`src/rtl/cpu_pipe_pkg.sv`:
```
// Shared CPU pipeline definitions: datapath width, canonical NOP, the IF/ID
// payload record and the occupancy state of a pipeline boundary register.
package cpu_pipe_pkg;

  localparam int unsigned XLEN = 32;

  // addi x0, x0, 0
  localparam logic [XLEN-1:0] NOP_INSTR = 32'h0000_0013;

  typedef struct packed {
    logic [XLEN-1:0] pc;
    logic [XLEN-1:0] instr;
  } if_id_t;

  typedef enum logic [1:0] {
    EMPTY = 2'd0,
    FULL  = 2'd1,
    FULL2 = 2'd2
  } occ_state_e;

  // Occupancy state from the two slot valid bits (skid only ever fills behind out).
  function automatic occ_state_e occ_state(input logic out_v, input logic skid_v);
    if (skid_v)     return FULL2;
    else if (out_v) return FULL;
    else            return EMPTY;
  endfunction

endpackage

```
`src/rtl/pipe_slot_reg.sv`:
```
// One pipeline slot: a valid bit plus a payload word, with load and clear.
// Clear takes priority over load; clear leaves the payload untouched.
module pipe_slot_reg #(
  parameter int unsigned  W       = 64,
  parameter logic [W-1:0] RST_VAL = '0
) (
  input  logic         clk,
  input  logic         reset_n,
  input  logic         load,
  input  logic         clear,
  input  logic [W-1:0] data_in,
  output logic         valid,
  output logic [W-1:0] data_out
);

  logic         valid_d, valid_q;
  logic [W-1:0] data_d, data_q;

  // Next-state: clear empties the slot, load captures a new payload.
  always_comb begin
    // NOTE: every signal gets a default before the conditions, so no path leaves it unassigned (no latch).
    valid_d = valid_q;
    data_d  = data_q;
    if (clear) begin
      valid_d = 1'b0;
    end else if (load) begin
      valid_d = 1'b1;
      data_d  = data_in;
    end
  end

  // Slot state register.
  always_ff @(posedge clk or negedge reset_n) begin
    // NOTE: the payload is reset as well as valid, because its reset value is observable on the outputs.
    if (!reset_n) begin
      valid_q <= 1'b0;
      data_q  <= RST_VAL;
    end else begin
      // NOTE: non-blocking assignments so every flop samples pre-edge values regardless of block order.
      valid_q <= valid_d;
      data_q  <= data_d;
    end
  end

  assign valid    = valid_q;
  assign data_out = data_q;

endmodule

```
`src/rtl/if_id_stage_pipe.sv`:
```
// IF/ID pipeline boundary register with valid/ready handshake and flush.
// Carries {pc, instr} from fetch to decode; out_instr reads NOP while empty.
// Build option IF_ID_SKID_EN: adds a skid slot so in_ready comes from a flop
// instead of combinationally from out_ready (two entries of buffering).
module if_id_stage_pipe
  import cpu_pipe_pkg::*;
#(
  parameter int unsigned        PC_W      = XLEN,
  parameter int unsigned        INSTR_W   = XLEN,
  parameter logic [INSTR_W-1:0] NOP_INSTR = INSTR_W'(cpu_pipe_pkg::NOP_INSTR),
  parameter logic [PC_W-1:0]    RESET_PC  = '0
) (
  input  logic               clk,
  input  logic               reset_n,
  input  logic               in_valid,
  output logic               in_ready,
  input  logic [PC_W-1:0]    in_pc,
  input  logic [INSTR_W-1:0] in_instr,
  input  logic               flush,
  output logic               out_valid,
  input  logic               out_ready,
  output logic [PC_W-1:0]    out_pc,
  output logic [INSTR_W-1:0] out_instr,
  output logic [1:0]         occupancy
);

  localparam int unsigned W = PC_W + INSTR_W;

  logic         accept, consume;
  occ_state_e   cur_state;
  logic [W-1:0] in_payload;
  logic         out_load, out_clear, out_valid_q;
  logic [W-1:0] out_d, out_q;
  logic         skid_valid_q;

`ifdef IF_ID_SKID_EN
  logic         skid_load, skid_clear, skid_valid_d;
  logic [W-1:0] skid_q;
  logic         in_ready_d, in_ready_q;
`endif

  // Handshake decode and per-slot load/clear; flush overrides everything.
  always_comb begin
    in_payload = {in_pc, in_instr};
    accept     = in_valid & in_ready;
    consume    = out_valid_q & out_ready;
    cur_state  = occ_state(out_valid_q, skid_valid_q);
    out_load   = 1'b0;
    out_clear  = 1'b0;
    out_d      = in_payload;
`ifdef IF_ID_SKID_EN
    skid_load  = 1'b0;
    skid_clear = 1'b0;
`endif
    if (flush) begin
      // A consume on the same edge has already happened downstream; clearing covers it once.
      out_clear = 1'b1;
`ifdef IF_ID_SKID_EN
      skid_clear = 1'b1;
`endif
    end else begin
      case (cur_state)
        EMPTY: out_load = accept;
        FULL: begin
          if (accept && consume) begin
            out_load = 1'b1;
`ifdef IF_ID_SKID_EN
          end else if (accept) begin
            skid_load = 1'b1;
`endif
          end else if (consume) begin
            out_clear = 1'b1;
          end
        end
        FULL2: begin
`ifdef IF_ID_SKID_EN
          // Never accepts here; a consume promotes the skid entry.
          if (consume) begin
            out_load   = 1'b1;
            out_d      = skid_q;
            skid_clear = 1'b1;
          end
`endif
        end
        default: ;
      endcase
    end
  end

  pipe_slot_reg #(
    .W       (W),
    .RST_VAL ({RESET_PC, NOP_INSTR})
  ) u_out_slot (
    .clk      (clk),
    .reset_n  (reset_n),
    .load     (out_load),
    .clear    (out_clear),
    .data_in  (out_d),
    .valid    (out_valid_q),
    .data_out (out_q)
  );

`ifdef IF_ID_SKID_EN
  pipe_slot_reg #(
    .W       (W),
    .RST_VAL ({RESET_PC, NOP_INSTR})
  ) u_skid_slot (
    .clk      (clk),
    .reset_n  (reset_n),
    .load     (skid_load),
    .clear    (skid_clear),
    .data_in  (in_payload),
    .valid    (skid_valid_q),
    .data_out (skid_q)
  );

  // Registered ready: next cycle accepts exactly when the skid slot will be empty.
  always_comb begin
    skid_valid_d = skid_valid_q;
    if (skid_clear)     skid_valid_d = 1'b0;
    else if (skid_load) skid_valid_d = 1'b1;
    in_ready_d = ~skid_valid_d;
  end

  // in_ready flop; low in reset, high from the first edge after release.
  always_ff @(posedge clk or negedge reset_n) begin
    if (!reset_n) in_ready_q <= 1'b0;
    else          in_ready_q <= in_ready_d;
  end

  assign in_ready = in_ready_q;
`else
  logic alive_d, alive_q;

  assign skid_valid_q = 1'b0;

  // Out-of-reset marker so in_ready stays low until the first edge after release.
  always_comb begin
    alive_d = 1'b1;
  end

  // Out-of-reset flop.
  always_ff @(posedge clk or negedge reset_n) begin
    if (!reset_n) alive_q <= 1'b0;
    else          alive_q <= alive_d;
  end

  assign in_ready = alive_q & (~out_valid_q | out_ready);
`endif

  assign out_valid = out_valid_q;
  assign out_pc    = out_q[W-1:INSTR_W];
  assign out_instr = out_valid_q ? out_q[INSTR_W-1:0] : NOP_INSTR;
  assign occupancy = {1'b0, out_valid_q} + {1'b0, skid_valid_q};

endmodule

```
`config.mk`:
```
export PLATFORM = sky130hd
export DESIGN_NAME = if_id_stage_pipe
export DESIGN_NICKNAME = d
export VERILOG_FILES = /design/src/rtl/cpu_pipe_pkg.sv /design/src/rtl/pipe_slot_reg.sv /design/src/rtl/if_id_stage_pipe.sv
export SDC_FILE = /design/constraint.sdc
export NUM_CORES = 1
export LEC_CHECK = 0
export ABC_AREA = 1
export CAP_MARGIN = 20
export CORE_MARGIN = 2
export CORE_UTILIZATION = 32
export DETAILED_ROUTE_END_ITERATION = 6
export PLACE_DENSITY_LB_ADDON = 0.08
export SYNTH_ARGS = -nofsm -noshare
export SYNTH_HDL_FRONTEND = slang
export SYNTH_SLANG_ARGS = --single-unit
```
`constraint.sdc`:
```
create_clock -name clk -period 1.2 [get_ports clk]
set_clock_uncertainty 0.1 [all_clocks]
set_input_delay 0.3 -clock clk [delete_from_list [all_inputs] [get_ports clk]]
set_output_delay 0.3 -clock clk [all_outputs]
set_load 0.1 [all_outputs]
```
==> summary.md, run 1 <==
| Metric | Value |
|---|---|
| Worst setup path class | reg2out |
| Post-Route WL | 9710 um |
| H-tree levels | 3 |
| Routed via count | 2,985 |
| Reg2Reg Capture Point | u_out_slot.data_out[17] |
| Clock sink total | 66 |
| Largest stage delay, worst path | 0.51 ns |
| Pwr Density | 1430 nW/um2 |
| Reg2reg setup slack | -0.50 ns |
| Root Driver | clkbuf_8 |
| Top cells by area, synth | dfrtp_1 (48%), nand2_1 (18%), nand4_1 (12%), buf_4 (9.5%), inv_1 (3.9%) |
| Clock buffer depth | 2 |
| # fillers | 909 |
| Area Growth Syn to Fin | 80.3% |
| Worst path required time | 0.80 ns |
| Max-cap violations | 0 |
| Avg Cell Area, Syn | 8.33 um2 |
| Largest net degree at the start of global routing | 36 |
| GR Overflow Total | 0 |
| Gate Count Post-Synth | 397 |
| CP max-delay cell | dfrtp_4 |
| Outcome | finished with violations |
| Flops & latches, synth | 66 |
| Largest delay share family, worst path | flip-flops |
| First-pass GRT wire length | 16,200 um |
| Synth top area share | 47.7% |
| CP max FO | 16 |
| Peak supply drop | 0.000839 V |
| Ys Warns | 0 |
| TritonCTS buffer count | 9 |
| Die ar. | 11,200 um2 |
| Tot GR Track Use | 18.6% |
| Unique masters post-synth | 15 |
| Rows | 37 |
| NumNets Final | 584 |
| # setup viols final | 132 |
| Number of global-route vias before repair | 3,084 |
| Die Span Y | 106 um |
| Fin Setup TNS | -48.66 ns |
| Sequential area share after synthesis | 50.1% |
| RSZ-0062 raised after global routing | true |
| Most frequent CP cell | buf_12 |
| Hold Path Class | in2async |
| DRC | 0 |
| Worst R2R Start | u_out_slot.valid |
| Buf+Inv Stages, Crit Path | 3 |
| Clk slew on worst S/H paths | 0.08 ns |
| # IOs | 137 |
| Starting density of the core | 32.5% |
| Pre-antenna DRT Iters | 4 |
| Reg2Reg Depth | 8 |
| Detailed Place HPWL | 6370 um |
| Synth area leader | dfrtp_1 |
| Gpl congestion | 0.739 |
| Post-route minimum period | 1.77 ns |
| Antenna violations before repair | 0 |
| Final Hold Vio Count | 0 |
| Wire per inst | 14.8 um |
| Total chip power | 8.52 mW |
| Synthesized area | 3310 um2 |
| N_diodes | 0 |
| Critical path arrival | 1.37 ns |
| Final period utilization | 147% |
| Die span in x | 106 um |
| Buffers on Ports | 135 |
| Crit end category | primary output |
| CTS tree | done |
| Syn nets | 466 |
| Max Fclk | 565 MHz |
| Initial drt markers | 90 |
| Crit start category | flip-flop |
| Vias per inst | 4.56 |
| Static leakage | 2.66 nW |
| Failing checks | negative setup slack |
| Core box area | 10,200 um2 |
| Slew Limit Fails | 0 |
| Final ANT Viol Nets | 0 |
| Setup ws final | -0.569 ns |
| Share of post-route cells with drive strength above 1 | 36.9% |
| CP cell instances | buf_12 > nand2_2 > clkinvlp_4 > buf_12 |
| Worst-Skew Late Latency | 0.32 ns |
## synth_stat cells
cell type,instances
a21boi_0,1
buf_2,13
buf_4,42
buf_6,7
clkbuf_1,4
conb_1,2
dfrtp_1,63
dfstp_2,3
inv_1,34
nand2_1,160
nand2_4,1
nand3_2,1
nand4_1,64
nor2_2,1
o21ai_1,1
## placed cells by master, fill, tap and decap left out, types with 2 or more instances in the layout
cell type,synthesis,routed
buf_12,0,75
buf_16,0,6
buf_4,42,17
buf_6,7,6
clkbuf_8,0,10
clkdlybuf4s50_1,0,67
clkinv_2,0,2
clkinvlp_4,0,30
conb_1,2,2
dfrtp_1,63,61
dfstp_2,3,3
inv_1,34,5
nand2_1,160,125
nand2_2,0,34
nand3_4,0,2
nand4_1,64,64
## cells by family (layout without fill, tap and decap cells)
| kind of cell | after synthesis | count (layout) | synth area share (%) |
|---|---|---|---|
| simple gates | 227 | 228 | 31.1 |
| buf+inv | 100 | 220 | 18.2 |
| flops | 66 | 66 | 50.1 |
| other cells | 2 | 2 | 0.227 |
| compound gates | 2 | 2 | 0.378 |
## where the power goes
part | total (mW) | internal, mW | switching, mW | leakage (nW)
registers | 2.96 | 2.61 | 0.348 | 0.810
clock network | 1.59 | 0.777 | 0.813 | 0.0810
logic | 3.97 | 1.49 | 2.48 | 1.77
total | 8.52 | 4.88 | 3.64 | 2.66
## cell type report
class	count	area (um2)	share of cell area, %
Clock buffer	11	141	2.37
Clock inverter	3	17.5	0.294
Inverter	34	236	3.97
Multi-Input combinational cell	232	1190	20.0
Sequential cell	66	1660	27.9
Tap cell	136	170	2.86
Timing Repair Buffer	172	2540	42.7
## sequential cells by signal, summed over array words and instances (netlist names)
| register | count |
|---|---|
| alive_q | 1 |
| u_out_slot.data_out | 64 |
| u_out_slot.valid | 1 |
## metrics by stage
step / setup WS, ns / instance area (um2) / hold slack (ns) / std cells / util, %
6_report: -0.569 / 5960 / 0.294 / 654 / 58.5
5_1_grt: -0.624 / 5960 / 0.308 / 654 / 58.5
4_1_cts: -0.591 / 5920 / 0.295 / 651 / 58.1
3_5_place_dp: -0.490 / 5440 / 0.111 / 620 / 53.5
3_3_place_gp: -0.475 / 5440 / 0.108 / 620 / 53.5
2_1_floorplan: -0.647 / 3590 / -0.0956 / 397 / -
## worst max path at each step
stage | start | to | slack [ns] | depth (start not counted)
detailed placement | flush | u_out_slot.data_out[14] | -0.49 | 5
CTS | u_out_slot.valid | out_instr[2] | -0.59 | 4
global placement | in_valid | u_out_slot.data_out[54] | -0.48 | 6
floorplan | u_out_slot.valid | out_instr[10] | -0.65 | 4
global route | u_out_slot.valid | out_instr[29] | -0.62 | 4
finish | u_out_slot.valid | out_instr[18] | -0.57 | 4
## metal layers
layer  vias to the layer above  global-route usage, %  part of all wire (%)
li1                       1474                      -                     -
met2                        91                   28.6                    47
met5                         -                      0                     0
met1                      1407                   25.3                    45
met3                        13                   4.89                   6.4
met4                         0                   6.77                   1.7
## repair_timing
item                                    in CTS  in global routing
gates resized for setup                     13                  7
endpoints found under the setup margin     132                132
hold buffers                                 1                  0
gates cloned                                 7                  0
setup buffers                                9                  3
endpoints found under the hold margin       17                  0
pin swaps                                    1                  0
Note: power is estimated with default switching activity, not from simulation.
==> run 2: changes to the inputs <==
Settings changed: RECOVER_POWER set to 100.
==> summary.md, run 2 (synthesized netlist as in run 1, its figures left out) <==
| Metric | Value |
|---|---|
| Buffers on Ports | 135 (unchanged) |
| Worst path required time | 0.80 ns (about the same) |
| Max reg flops | 64 (unchanged) |
| Final Hold Vio Count | 0 (unchanged) |
| Die Span Y | 106 um (unchanged) |
| Failing checks | negative setup slack |
| Initial drt markers | 90 (unchanged) |
| Share of post-route cells with drive strength above 1 | 36.9% (unchanged) |
| TritonCTS buffer count | 9 (unchanged) |
| Final ANT Viol Nets | 0 (unchanged) |
| Vias per inst | 4.56 (unchanged) |
| Clock sink total | 66 (unchanged) |
| NumNets Final | 584 (unchanged) |
| Non-filler cells, final | 654 (unchanged) |
| Core box area | 10,200 um2 (unchanged) |
| CP cell instances | buf_12 > nand2_2 > clkinvlp_4 > buf_12 |
| Die span in x | 106 um (unchanged) |
| Crit start category | flip-flop |
| Commonest non-fill, non-tap cell in the layout | nand2_1 |
| Die ar. | 11,200 um2 (unchanged) |
| Number of global-route vias before repair | 3,084 (unchanged) |
| Crit end category | primary output |
| Max Fclk | 565 MHz (unchanged) |
| Antenna violations before repair | 0 (unchanged) |
| CTS tree | done |
| Clock buffer depth | 2 (unchanged) |
| Hold WS | 0.361 ns (+0.0678 ns) |
| Pre-antenna DRT Iters | 4 (unchanged) |
| Commonest cells after routing, fill and taps aside | nand2_1 (125), buf_12 (75), clkdlybuf4s50_1 (67) |
| Slew Limit Fails | 0 (unchanged) |
| CP max FO | 16 (unchanged) |
| Final period utilization | 147% (unchanged) |
| First-pass GRT wire length | 16,200 um (unchanged) |
| Largest net degree at the start of global routing | 36 (unchanged) |
| GR Overflow Total | 0 (unchanged) |
| CP max-delay cell | dfrtp_4 |
| Pwr Density | 1430 nW/um2 (about the same) |
| Worst setup path class | reg2out |
| Worst-Skew Late Latency | 0.32 ns (about the same) |
| Post-route cell area | 5960 um2 (about the same) |
| Tot GR Track Use | 18.6% (unchanged) |
| Largest stage delay, worst path | 0.51 ns (about the same) |
| RSZ-0062 raised after global routing | true |
| H-tree levels | 3 (unchanged) |
| Post-Route WL | 9710 um (unchanged) |
| Hold Path Class | reg2reg |
| Starting density of the core | 32.5% (unchanged) |
| Area Growth Syn to Fin | 80.2% (about the same) |
| DRC | 0 (unchanged) |
| Peak supply drop | 0.000839 V (about the same) |
| Setup ws final | -0.569 ns (unchanged) |
| Detailed Place HPWL | 6370 um (unchanged) |
| Max-cap violations | 0 (unchanged) |
| Routed via count | 2,985 (unchanged) |
| Slew @ Worst Pin | 0.592 ns |
| Setup WS pre-CTS | -0.490 ns (unchanged) |
| DP Cell Count | 620 (unchanged) |
| Utilization after layout | 58.5% (about the same) |
| Critical path arrival | 1.37 ns (about the same) |
| Rows | 37 (unchanged) |
| Wire per inst | 14.8 um (unchanged) |
| Outcome | finished with violations |
| Fin Setup TNS | -49.04 ns (-0.380 ns) |
| Gpl congestion | 0.739 (unchanged) |
| Slew HR | 60.5% |
| Root Driver | clkbuf_8 |
| # IOs | 137 (unchanged) |
| Most frequent CP cell | buf_12 |
| Post-route minimum period | 1.77 ns (unchanged) |
| Clk slew on worst S/H paths | 0.07 ns (about the same) |
| # setup viols final | 155 (+17%) |
| Static leakage | 2.66 nW (about the same) |
| Total chip power | 8.52 mW (about the same) |
| N_diodes | 0 (unchanged) |
| Placed inst area | 5440 um2 (unchanged) |
-- run 2: changes by cell type in the layout (fill, tap and decap cells not counted) --
cell / change
clkbuf_2: +1
buf_4: -1
-- run 2: cell type report --
cell class                      count  area (um2)
Timing Repair Buffer              172        2540
Clock buffer                       11         141
Fill cell                         908        4230
Multi-Input combinational cell    232        1190
Inverter                           34         236
Sequential cell                    66        1660
Tap cell                          136         170
Clock inverter                      3        17.5
-- run 2: worst paths after layout --
check | from | slack [ns] | end | cells past startpoint
worst min register to register | u_out_slot.data_out[0] | 0.36 | u_out_slot.data_out[0] | 2
worst max register to register | u_out_slot.valid | -0.50 | u_out_slot.data_out[17] | 8
max in group asynchronous | reset_n | -0.03 | u_out_slot.data_out[62] | 3
worst max-delay path | u_out_slot.valid | -0.57 | out_instr[18] | 4
min in group asynchronous | reset_n | 0.40 | u_out_slot.data_out[3] | 2
worst min-delay path | u_out_slot.data_out[0] | 0.36 | u_out_slot.data_out[0] | 2
-- run 2: power by group --
group          switching, mW  internal [mW]
Clock                  0.813          0.777
Sequential             0.348           2.61
Combinational           2.48           1.49
-- run 2: timing repair --
action,CTS,global route
pin swaps,1,0
hold buffers,1,0
hold endpoints to repair,17,0
setup buffers,9,3
endpoints found under the setup margin,132,132
resized for setup,13,7
cloned,7,0
-- run 2: metal layers --
metal | global-route usage (%) | vias up | wire length, um
met5 | 0 | - | 0
met4 | 6.77 | 0 | 164
met3 | 4.89 | 13 | 619
met2 | 28.6 | 91 | 4560
met1 | 25.3 | 1407 | 4370
li1 | - | 1474 | -
-- run 2: worst max-delay path: cells and delay by family (launching register included) --
kind / cells / cell delay [ns]
flops: 1 / 0.51
simple gates: 1 / 0.08
buf+inv: 3 / 0.44
==> patch 1, RTL diff (flow settings as in run 1) <==
Add a define of `IF_ID_SKID_EN`.
--- a/src/rtl/if_id_stage_pipe.sv
+++ b/src/rtl/if_id_stage_pipe.sv
@@ -2,6 +2,8 @@
 // Carries {pc, instr} from fetch to decode; out_instr reads NOP while empty.
 // Build option IF_ID_SKID_EN: adds a skid slot so in_ready comes from a flop
 // instead of combinationally from out_ready (two entries of buffering).
+`define IF_ID_SKID_EN
+
 module if_id_stage_pipe
   import cpu_pipe_pkg::*;
 #(
Behaviour: not the same (a bounded check fails within 4 cycles, from zero or initial values and one cycle with reset_n low).
==> patch 1 against run 1 <==
- the run still ends with setup timing left
- sequential cell count increased by 65
- routed wire length increased by 140%
- count of clock-buffer cells in the layout increased by 10
- synthesized area increased by 100%
- critical path type unchanged
- die area increased by 96%
- clock power increased to 3.8 times the old value
- worst setup slack got worse by 230 ps
- final cell count increased by 110%
- power increased to 3.8 times the old value
- synthesized cell count increased by 120%
- design area increased by 99%
- first-iteration DRC count increased to 3.3 times the old value
- via count increased by 110%
- fmax decreased by 12%
==> patch 1: results (changes against run 1) <==
CTS
  – Clock buffer count from CTS: 17 (was 9)
  – Clock Tree Buf Depth: 2 (unchanged)
  – Root Driver: clkbuf_16 (was clkbuf_8)
  – Htree depth: 4 (was 3)
  – Worst-path clk slew: 60 ps (was 80 ps)
  – Worst skew pair latency: 420 ps (was 320 ps)

Yosys
  – Synth top area cells: dfrtp_1 47%, nand2_1 20%, nand3_1 10% (was dfrtp_1 48%, nand2_1 18%, nand4_1 12%)
  – Seq/Total Area, Yosys: 49.6% (was 50.1%)
  – Post-synth top cells: 359 x nand2_1, 132 x nand3_1, 125 x dfrtp_1 (was 160 x nand2_1, 64 x nand4_1, 63 x dfrtp_1)
  – Synthesized Nets: 965 (was 466)
  – Post-synth cell types: 17 (was 15)
  – Avg Inst Size Synth: 7.43 um^2 (was 8.33 um^2)
  – Ys Warns: 0 (unchanged)
  – Async SR Flop Fraction: 100% (unchanged)

Place
  – Hpwl dp: 12000 um (was 6370 um)
  – Number of port buffers: 136 (was 135)
  – RD Place Congestion: 0.753 (was 0.739)
  – Pre-CTS WS: -816 ps (was -490 ps)
  – Placed cell count: 1247 (was 620)

STA
  – Final setup margin: -800 ps (was -569 ps)
  – Final setup viols: 199 (was 132)
  – Slew @ Worst Pin: about 500 ps
  – Final Max Slew Viols: 0 (unchanged)

Layout
  – Share of layout cells above drive strength 1: 37.0% (was 36.9%)
  – Ant. Diodes: 0 (unchanged)
  – Fin cells: 1348 (was 654)
  – Final #Nets: 1139 (was 584)

Worst setup path
  – Worst r2r src: u_out_slot.valid (unchanged)
  – Max FO, Critical Path: 7 (was 16)
  – Type of origin of the critical path: register (unchanged)
  – CP arrival: 1600 ps (was 1370 ps)

Global routing
  – GRT Resource Usage Total: 18.2% (was 18.6%)
  – Number of antenna violations at the first check in global routing: 0 (unchanged)
  – First-pass GRT wire length: 31300 um (was 16200 um)
  – Vias in the first global route: 5826 (was 3084)
  – Largest net degree at the start of global routing: 48 (was 36)

Route
  – DR iter-0 viols: 294 (was 90)
  – Detail Route Antenna Nets: 0 (unchanged)
  – WL/cell: 17.3 um (was 14.8 um)
  – Initial DRT Pass Iterations: 5 (was 4)
  – Via count: 6321 (was 2985)

Min path
  – HP Class: in2async (unchanged)

Outcome
  – Outcome: finished, violations left (unchanged)
  – Failing checks: setup timing (unchanged)

Pwr
  – Peak VDD IR: 1720 uV (was 839 uV)
  – P_leak: 5.82 nW (was 2.66 nW)
-- patch 1: cell types whose count changed after synthesis, sizes merged, moves of 18 or more --
cell    before  now
inv         34  100
nand2      161  359
o21ai        1   66
dfrtp       63  125
nand4       64    1
nand3        1  133
clkbuf       4   22
-- patch 1: power breakdown --
part           internal, mW  switching [mW]  leakage [nW]
clock network          4.04            1.97         0.329
registers              6.71            2.01          1.61
logic                  6.97            10.6          3.88
total                  17.7            14.6          5.82
-- patch 1: logic make-up (layout without fill, tap and decap cells) --
logic type	Yosys count	after routing	synth area share, %
DFF	131	131	49.6
AOI/OAI and AO/OA	67	67	5.06
and+or+nand+nor	499	500	31.0
buffers and inverters	191	376	13.6
adders and majority gates	4	4	0.755
-- patch 1: per-stage QoR --
| stage | area (um^2) | util (%) | setup TNS, ps |
|---|---|---|---|
| floorplan | 6840 | - | -92380 |
| global placement | 9170 | 45.2 | -113150 |
| detailed placement | 9170 | 45.2 | -112130 |
| CTS | 10300 | 50.6 | -111780 |
| global route | 11800 | 58.3 | -129840 |
| finish | 11800 | 58.3 | -118940 |
-- patch 1: critical path, stage by stage (launching register included) --
cell and delay [ps]:
dfrtp_4 500, buf_6 150, clkbuf_16 180, nand2_4 80
clkinvlp_4 100, buf_12 170
-- patch 1: repair_timing --
item,CTS,global route
gates cloned,6,33
resized for setup,43,252
endpoints found under the setup margin,199,199
buffers inserted,12,19
pin swaps,7,39
hold buffers,1,0
hold endpoints to repair,128,0
-- patch 1: metal layers --
metal | share of wire [%] | track usage [%]
met1 | 45 | 24.8
met2 | 48 | 29.0
met3 | 5.1 | 3.98
met5 | 0 | 0
met4 | 1.9 | 5.71
-- patch 1: area by class of cell --
cell class | count | area, um^2
Fill cell | 1823 | 8470
Timing Repair Buffer | 244 | 3830
Sequential cell | 131 | 3290
Multi-Input combinational cell | 571 | 3210
Inverter | 101 | 490
Clock buffer | 21 | 470
Tap cell | 270 | 338
Clock inverter | 10 | 203
-- patch 1: final timing paths --
| check | endpoint | slack [ps] | cells after the start |
|---|---|---|---|
| max in group asynchronous | u_skid_slot.data_out[49] | 290 | 3 |
| worst max register to register | u_out_slot.data_out[31] | -730 | 12 |
| min in group clk | u_skid_slot.data_out[0] | 330 | 3 |
| worst min-delay path | u_skid_slot.data_out[7] | 180 | 2 |
| worst min register to register | u_out_slot.data_out[4] | 360 | 2 |
| worst max-delay path | out_instr[8] | -800 | 5 |
==> patch 2, RTL diff (flow settings as in run 1) <==
Without the edit above. The package constant `XLEN` goes from 32 to 24.
--- a/src/rtl/cpu_pipe_pkg.sv
+++ b/src/rtl/cpu_pipe_pkg.sv
@@ -2,7 +2,7 @@
 // payload record and the occupancy state of a pipeline boundary register.
 package cpu_pipe_pkg;
 
-  localparam int unsigned XLEN = 32;
+  localparam int unsigned XLEN = 24;
 
   // addi x0, x0, 0
   localparam logic [XLEN-1:0] NOP_INSTR = 32'h0000_0013;
Interface: changed (resized in_instr, in_pc, out_instr and out_pc); port bits go from 137 to 105. No check against the original RTL was run, so the function may have changed too.
==> patch 2 against run 1 <==
- the run still ends with setup timing left
- worst setup slack improved by 6.8 ps
- utilization shrank 0.60 points
- routed wire length is 33% lower
- sequential cell count fell by 16
- clock power shrank 23%
- power shrank 25%
- count of clock-buffer cells in the layout down 4
- synthesized area is 25% lower
- design area fell by 26%
- synthesized cell count decreased by 24%
- critical endpoint is now out_instr[3]
- largest power group unchanged
==> patch 2: results (changes against run 1) <==
Worst setup path
  – Reg2Reg Setup Slack: -480 ps (was -500 ps)
  – Critical R2R Capture: u_out_slot.data_out[36] (was u_out_slot.data_out[17])
  – Crit path capture: out_instr[3] (was out_instr[18])
  – Worst r2r path cells: 7 (was 8)

STA
  – Final setup viols: 100 (was 132)
  – Final setup margin: -562 ps (was -569 ps)
  – Hold WS: 368 ps (was 294 ps)
  – Setup tns final: -36280 ps (was -48660 ps)

Global routing
  – Largest net degree at the start of global routing: 51 (was 36)
  – GRT Resource Usage Total: 16.1% (was 18.6%)
  – First-pass GRT wire length: 10800 um (was 16200 um)

Pwr
  – P_leak: 2.00 nW (was 2.66 nW)
  – Combinational power share: 46.1% (was 46.6%)
  – Clk. pwr: 1.22 mW (was 1.59 mW)
  – Net Sw Power: 2.66 mW (was 3.64 mW)

Outcome
  – Failing checks: setup timing (unchanged)
  – Outcome: finished, violations left (unchanged)

CTS
  – Postcts setup bufs: 7 (was 9)
  – Htree depth: 2 (was 3)
  – Worst skew pair latency: 300 ps (was 320 ps)
  – # resized after CTS: 8 (was 13)

Layout
  – Filler cells: 690 (was 909)
  – Share of layout cells above drive strength 1: 35.7% (was 36.9%)

Route
  – DR vias/cell: 4.47 (was 4.56)
  – Via count: 2197 (was 2985)
  – Post-Route WL: 6550 um (was 9710 um)

Yosys
  – Post-synth cell types: 17 (was 15)
  – Seq/Total Area, Yosys: 50.5% (was 50.1%)

Place
  – Pre-CTS WS: -456 ps (was -490 ps)

Min path
  – HP Class: reg2reg (was in2async)
## patch 2: cell types whose count changed in the layout (fill, tap and decap cells not counted), sizes merged
cell and delta:
bufinv +1, clkbuf -4, nand2 -40, nand3 -1, clkinv -2, bufbuf +1
buf -27, clkdlybuf4s50 -16, nand4 -16, dfrtp -16, clkinvlp -9
## patch 2: layout make-up
cell class / instances / area share (%)
Timing Repair Buffer: 130 / 41.6
Multi-Input combinational cell: 175 / 20.2
Clock buffer: 7 / 1.96
Tap cell: 102 / 2.90
Inverter: 26 / 4.00
Clock inverter: 1 / 0.682
Sequential cell: 50 / 28.6
## patch 2: cells by family after synthesis
logic type	share of synthesized area, %
AOI/OAI and AO/OA	0.503
buffers and inverters	17.4
DFF	50.5
other	0.302
and+or+nand+nor	31.3
## patch 2: layer usage
metal	GRT usage (%)	vias to the layer above	wire, um
li1	-	1105	-
met1	20.8	1023	2760
met2	26.2	63	3290
met3	4.85	6	428
met4	4.10	0	69
met5	0	-	0
